[src/rtl/darkdbgtx.sv]
// Debug-bus serializer: snapshots the four DEBUG words on TRIG and sends an
// 18-byte framed, XOR-checksummed stream on a UART 8N1 line.
`timescale 1ns/1ps
module darkdbgtx #(
    parameter int BAUD_DIV = 868
) (
    input  logic             XCLK,
    input  logic             XRES,
    input  logic [3:0][31:0] DEBUG,
    input  logic             TRIG,
    output logic             BUSY,
    output logic             DONE,
    output logic             TXD
);
    localparam logic [0:0]  S_IDLE    = 1'b0;
    localparam logic [0:0]  S_SEND    = 1'b1;
    localparam logic [15:0] BAUD_LAST = 16'(BAUD_DIV - 1);
    localparam logic [7:0]  SYNC      = 8'hA5;

    logic [0:0]   state;
    logic [127:0] snap;
    logic [15:0]  baud_cnt;
    logic [3:0]   bit_cnt;
    logic [4:0]   byte_cnt;
    logic [7:0]   csum;
    logic [7:0]   shift;
    logic         txd_q;
    logic         done_q;
    logic [7:0]   data_byte;
    logic [7:0]   next_byte;

    // Byte n+1 of the frame is snapshot byte n; DEBUG[0] LSB sits at snap[7:0].
    assign data_byte = snap[{byte_cnt[3:0], 3'b000} +: 8];
    assign next_byte = (byte_cnt == 5'd16) ? csum : data_byte;

    always_ff @(posedge XCLK or negedge XRES) begin
        if (!XRES) begin
            state    <= S_IDLE;
            snap     <= '0;
            baud_cnt <= '0;
            bit_cnt  <= '0;
            byte_cnt <= '0;
            csum     <= '0;
            shift    <= '0;
            txd_q    <= 1'b1;
            done_q   <= 1'b0;
        end else begin
            done_q <= 1'b0;
            case (state)
                S_IDLE: begin
                    txd_q <= 1'b1;
                    if (TRIG) begin
                        snap     <= DEBUG;
                        baud_cnt <= '0;
                        bit_cnt  <= '0;
                        byte_cnt <= '0;
                        csum     <= '0;
                        shift    <= SYNC;
                        txd_q    <= 1'b0;
                        state    <= S_SEND;
                    end
                end
                S_SEND: begin
                    if (baud_cnt != BAUD_LAST) begin
                        baud_cnt <= baud_cnt + 16'd1;
                    end else begin
                        baud_cnt <= '0;
                        if (bit_cnt == 4'd9) begin
                            bit_cnt <= '0;
                            if (byte_cnt == 5'd17) begin
                                byte_cnt <= '0;
                                txd_q    <= 1'b1;
                                done_q   <= 1'b1;
                                state    <= S_IDLE;
                            end else begin
                                // Load the next byte and start its start bit.
                                byte_cnt <= byte_cnt + 5'd1;
                                shift    <= next_byte;
                                txd_q    <= 1'b0;
                                if (byte_cnt != 5'd16)
                                    csum <= csum ^ next_byte;
                            end
                        end else begin
                            bit_cnt <= bit_cnt + 4'd1;
                            if (bit_cnt == 4'd8) begin
                                txd_q <= 1'b1;
                            end else begin
                                txd_q <= shift[0];
                                shift <= {1'b0, shift[7:1]};
                            end
                        end
                    end
                end
                default: state <= S_IDLE;
            endcase
        end
    end

    assign BUSY = state[0];
    assign DONE = done_q;
    assign TXD  = txd_q;
endmodule

[config.mk]
export PLATFORM = sky130hd
export DESIGN_NAME = darkdbgtx
export DESIGN_NICKNAME = d
export VERILOG_FILES = /design/src/rtl/darkdbgtx.sv
export SDC_FILE = /design/constraint.sdc
export NUM_CORES = 1
export LEC_CHECK = 0
export ABC_AREA = 1
export BUFFER_PORTS_ARGS = -buffer_cell sky130_fd_sc_hd__buf_4
export CAP_MARGIN = 10
export CORE_MARGIN = 3
export CORE_UTILIZATION = 45
export CTS_BUF_LIST = sky130_fd_sc_hd__clkbuf_2
export DETAILED_ROUTE_END_ITERATION = 8
export PLACE_DENSITY = 0.66
export SYNTH_ARGS = -nofsm -noshare
export SYNTH_HDL_FRONTEND = slang
export SYNTH_SLANG_ARGS = --single-unit
export TNS_END_PERCENT = 5
[constraint.sdc]
create_clock -name XCLK -period 3.3 [get_ports XCLK]
set_input_delay 0.66 -clock XCLK [delete_from_list [all_inputs] [get_ports XCLK]]
set_output_delay 0.66 -clock XCLK [all_outputs]
set_load 0.005 [all_outputs]
* Yosys cells after proc, flatten, opt, wreduce, memory -nomap -nowiden *
Cells that the tools add are included.

word-level totals
  register bits = 172
  input bits = 131
  output and inout bits = 3
  word-level logic and storage cells = 72

cells by class
  add/sub/neg operators = 3
  equality and inequality tests = 13
  shift-type cells = 1
  mux-type cells = 39
  bitwise gates (word level) = 2
  reductions and logical operators = 5

operator list
  cell                     number
  $shiftx A128 B8 Y8       1
  $mux W8                  11
  $mux W16                 2
  $pmux W16 S2             1
  $pmux W8 S2              2
  $mux W5                  4
  $add A16 B1 Y16 const B  1
  $ne A16 B10 Y1 const B   1
  $mux W1                  12
  $mux W4                  3
  $eq A5 B5 Y1 const B     2
  $pmux W5 S2              1
  $eq A4 B4 Y1 const B     2
  $pmux W4 S2              1
  $xor A8 B8 Y8            1
  $ne A2 B2 Y1 const B     3
  $ne A3 B3 Y1 const B     2
  $add A5 B1 Y5 const B    1
  $ne A5 B5 Y1 const B     1
  $reduce_and A5 Y1        1
  $add A4 B1 Y4 const B    1
  $ne A2 B1 Y1 const B     2
  $pmux W1 S2              2
  $reduce_and A2 Y1        2
  3 further kinds          3

* Longest topological paths before layout *
  depth after elaboration = 8
  depth in mapped cells = 14
  depth with buffers taken out = 13

* Worst setup path after synthesis *
Ideal clock, no wire load.

  kind = register -> register
  start = register byte_cnt[1]
  end = register csum[0]
  setup time = 0.117 ns
  arrival = 1.717 ns
  data required time = 3.183 ns
  slack = 1.466 ns
  stages on the path, launching flop included = 12
  cells stage by stage = dfrtp_1 > buf_2 > inv_2 > buf_2 > ha_1 > nand3_1 > a21oi_1 > nor2_8 > nand3_2 > nand2_1 > nand2_1 > nor2_1

between the ends
  word-level cells in the longest chain between the ends = 8

RTL lines
  element                                             RTL line  source
  from (decl)                                         24        logic [4:0] byte_cnt;
  from (signal assigned)                              77        byte_cnt <= byte_cnt + 5'd1;
  $shiftx A128 B8 Y8 or $eq A5 B5 Y1 (tied branches)  33, 34
  $mux W8                                             34        assign next_byte = (byte_cnt == 5'd16) ? csum : data_byte;
  $xor A8 B8 Y8                                       81        csum <= csum ^ next_byte;
  $mux W8                                             80        if (byte_cnt != 5'd16)
  $mux W8                                             70        if (byte_cnt == 5'd17) begin
  $mux W8                                             68        if (bit_cnt == 4'd9) begin
  $mux W8                                             64        if (baud_cnt != BAUD_LAST) begin
  $pmux W8 S2                                         49        case (state)
  to (signal assigned)                                81
  to (decl)                                           25        logic [7:0] csum;

Parallel ways exist; a longest one is shown, timed or not. The select of a mux whose other input is x is not followed.
A chain may end at the register's enable or synchronous reset.

* Worst setup path in the final report *
  start = register state, in the netlist BUSY
  end = output port BUSY

RTL lines
  element                 RTL line  source
  from (decl)             20        logic [0:0] state;
  from (signal assigned)  38        state <= S_IDLE;
  from (signal assigned)  60        state <= S_SEND;
  from (signal assigned)  74        state <= S_IDLE;
  to (decl)               11        output logic BUSY,

No word-level cell between the ends.

==> run metrics <==
max-slew violation count 0; Worst Setup End Kind primary output; delay-heaviest family, CP flip-flops; Vias 7061; total CTS buffers 17; CTS root buf clkbuf_2; main flop type after synthesis dfrtp_1; period utilization a little over two thirds; Synth cell types 39; Die Wd 144 um; LEAKAGE 5.06 nW; RSZ-0062 raised after global routing no; hold wc startpoint DEBUG[36]; post-synthesis sequential area ratio roughly half; worst r2r dst csum[3]; Fin Setup TNS 0 ns; Place WS 1.03 ns; initial antenna violation count 1; I/O pin cnt 134; die area 0.0209 mm^2; PD cells 448 mW/mm^2; TritonRoute pass-1 iters 5; drt total wl roughly 21 mm; DRT iter0 DRCs approximately 380; DR vias/cell 5.05; Hold Crit Class input port to flip-flop; max_cap viols 0; Syn Area/Cell 8.34 um^2; # nets final roughly 1300; arrival time worst endpoint about 1.6 ns; port buffer count approximately 130; GR Util All Layers 20.9%; setup repair bufs after CTS 0; clk sink count between 150 and 200; dominant cells by area after synthesis dfrtp_1 50%, nand2_1 9.1%, mux2_2 8.0%; clk slew on worst S/H paths 0.24 ns; Rel. slew slack 43.7%; crit path kind flip-flop to primary output; Worst Path Required 2.64 ns; worst r2r src byte_cnt[0]; first-pass GRT wire length 34.3 mm; Setup crit start kind flip-flop; share of post-route cells with drive strength above 1 23.1%; count leader, synth nand2_1; PnR worst setup slack 1.01 ns; Initial Utilization 46.0%; Yosys warnings 0; post-synth top area cell dfrtp_1; final setup fails 0; #FFs+latches synth 172; pin count of the biggest net entering global routing 83; Worst R2R Setup Slack approximately 1.1 ns; WP buf/inv 1; most instantiated cells after synthesis 208 x nand2_1, 171 x dfrtp_1, 151 x nor2_1; PostCTS Resize Cnt 0; r2r worst-path depth 9; placed wire-length estimate 15.3 mm; Area growth syn-to-layout 16.2%; number of global-route vias before repair 6923; Routed Antenna Nets 0; worst hold path stage count 2; Hold WS between 0.1 and 0.15 ns; DRC viols 0; crit path max fanout 13; Max VDD drop 195 uV; CTS tree yes; maximum clock frequency 437 MHz; final core occ 53.4%; Die Y 144 um; CP Cell Sequence buf_4; Hold EP snap[36]; status complete, no violations; worst slew pin tran 0.844 ns; final hold vios 0; Clock Latency Late Sink 0.75 ns; top-area cell type share of the netlist area 49.6%; hold buffers post-CTS 1; Tmin final 2.29 ns; Mapped Cells 1035; Core Area 0.0188 mm^2; H-tree Lvls 4; Synth Net Count 1173; slowest CP cell dfrtp_1; Final Skew around 0.045 ns; GR Overflow Total 0; Post-synth EDFFs 0; Bufs on Longest Clock Path 2; Crit path largest cell delay 0.70 ns; num rows 50; gpl congestion 0.882; Netlist Area Pre-Place 0.00863 mm^2; ys async rst share 100%; WL per Instance 15.1 um
-- sequential cells by signal, indices dropped and copies added, names as in the netlist --
| name | cells |
|---|---|
| BUSY | 1 |
| DONE | 1 |
| TXD | 1 |
| baud_cnt | 16 |
| bit_cnt | 4 |
| byte_cnt | 5 |
| csum | 8 |
| shift | 8 |
| snap | 128 |
-- worst register-to-register path, delay by kind of cell (launching register included) --
family	cells	cell delay, ns
AOI/OAI and AO/OA	1	0.37
and+or+nand+nor	6	0.51
buffers and inverters	1	0.64
adders and majority gates	1	0.27
DFF	1	0.40
-- how the worst max path moves through the flow --
stage / cells after the start / slack [ns] / endpoint / start
4_1_cts: 1 / 0.93 / BUSY / BUSY
2_1_floorplan: 11 / 1.47 / csum[0] / byte_cnt[1]
3_3_place_gp: 9 / 1.06 / csum[0] / byte_cnt[0]
5_1_grt: 9 / 0.81 / shift[0] / byte_cnt[0]
3_5_place_dp: 9 / 1.03 / shift[2] / byte_cnt[0]
6_report: 1 / 1.01 / BUSY / BUSY
-- area by class of cell --
cell class / instances / area, um^2
clock inverters: 10 / 72.6
repair buffers: 148 / 1150
multi-input cells: 700 / 3660
clock buffers: 20 / 100
inverters: 114 / 429
diodes: 1 / 2.50
fillers: 1781 / 8750
flip-flops and latches: 172 / 4310
well taps: 234 / 293
-- metrics by stage --
stage | std cells | cell area, um^2 | power (mW)
2_1_floorplan | 1035 | 8630 | 3.22
3_3_place_gp | 1367 | 9840 | 3.58
3_5_place_dp | 1367 | 9840 | 3.62
4_1_cts | 1398 | 10000 | 4.53
5_1_grt | 1399 | 10000 | 4.78
6_report | 1399 | 10000 | 4.49
-- cells in the final DEF, fill, tap and decap left out, types with 2 or more instances in the layout --
cell	Yosys	routed
o2111ai_1	3	3
nor3_1	11	11
nand4_1	6	6
nand2_1	208	207
o21ai_0	28	28
inv_2	7	7
mux2_2	61	61
inv_1	105	105
dfrtp_1	171	170
o22ai_1	7	7
nand2_2	3	3
clkinv_4	0	2
a21oi_1	83	83
o211ai_1	2	2
nand2_4	1	2
clkinv_1	1	2
buf_4	1	143
o21ai_1	8	8
buf_12	0	3
clkinv_2	1	2
nand3_1	92	92
clkinvlp_4	0	5
ha_1	7	7
xor2_1	5	5
clkbuf_2	0	20
nor2_1	151	151
nor4_1	2	2
nor2_2	4	4
nand3_2	9	9
-- routing by layer --
layer | routed length [um] | track usage [%] | share of wire, % | up-vias
li1 | - | - | - | 3573
met1 | 9910 | 29.1 | 47 | 3296
met4 | 306 | 5.45 | 1.4 | 0
met2 | 9600 | 33.0 | 45 | 173
met3 | 1310 | 4.89 | 6.2 | 19
met5 | 0 | 0 | 0 | -
-- report_power, final --
part,internal (mW),switching (mW)
logic,0.427,0.584
clock network,0.195,0.721
registers,2.39,0.174
-- kinds of logic after synthesis --
kind of cell	synth area share, %
and+or+nand+nor	24.6
AOI/OAI and AO/OA	8.18
muxes	7.96
DFF	49.9
adders and majority gates	1.02
buffers and inverters	7.72
xor gates and xnor gates	0.609
Power figures use the tool's default switching activity.
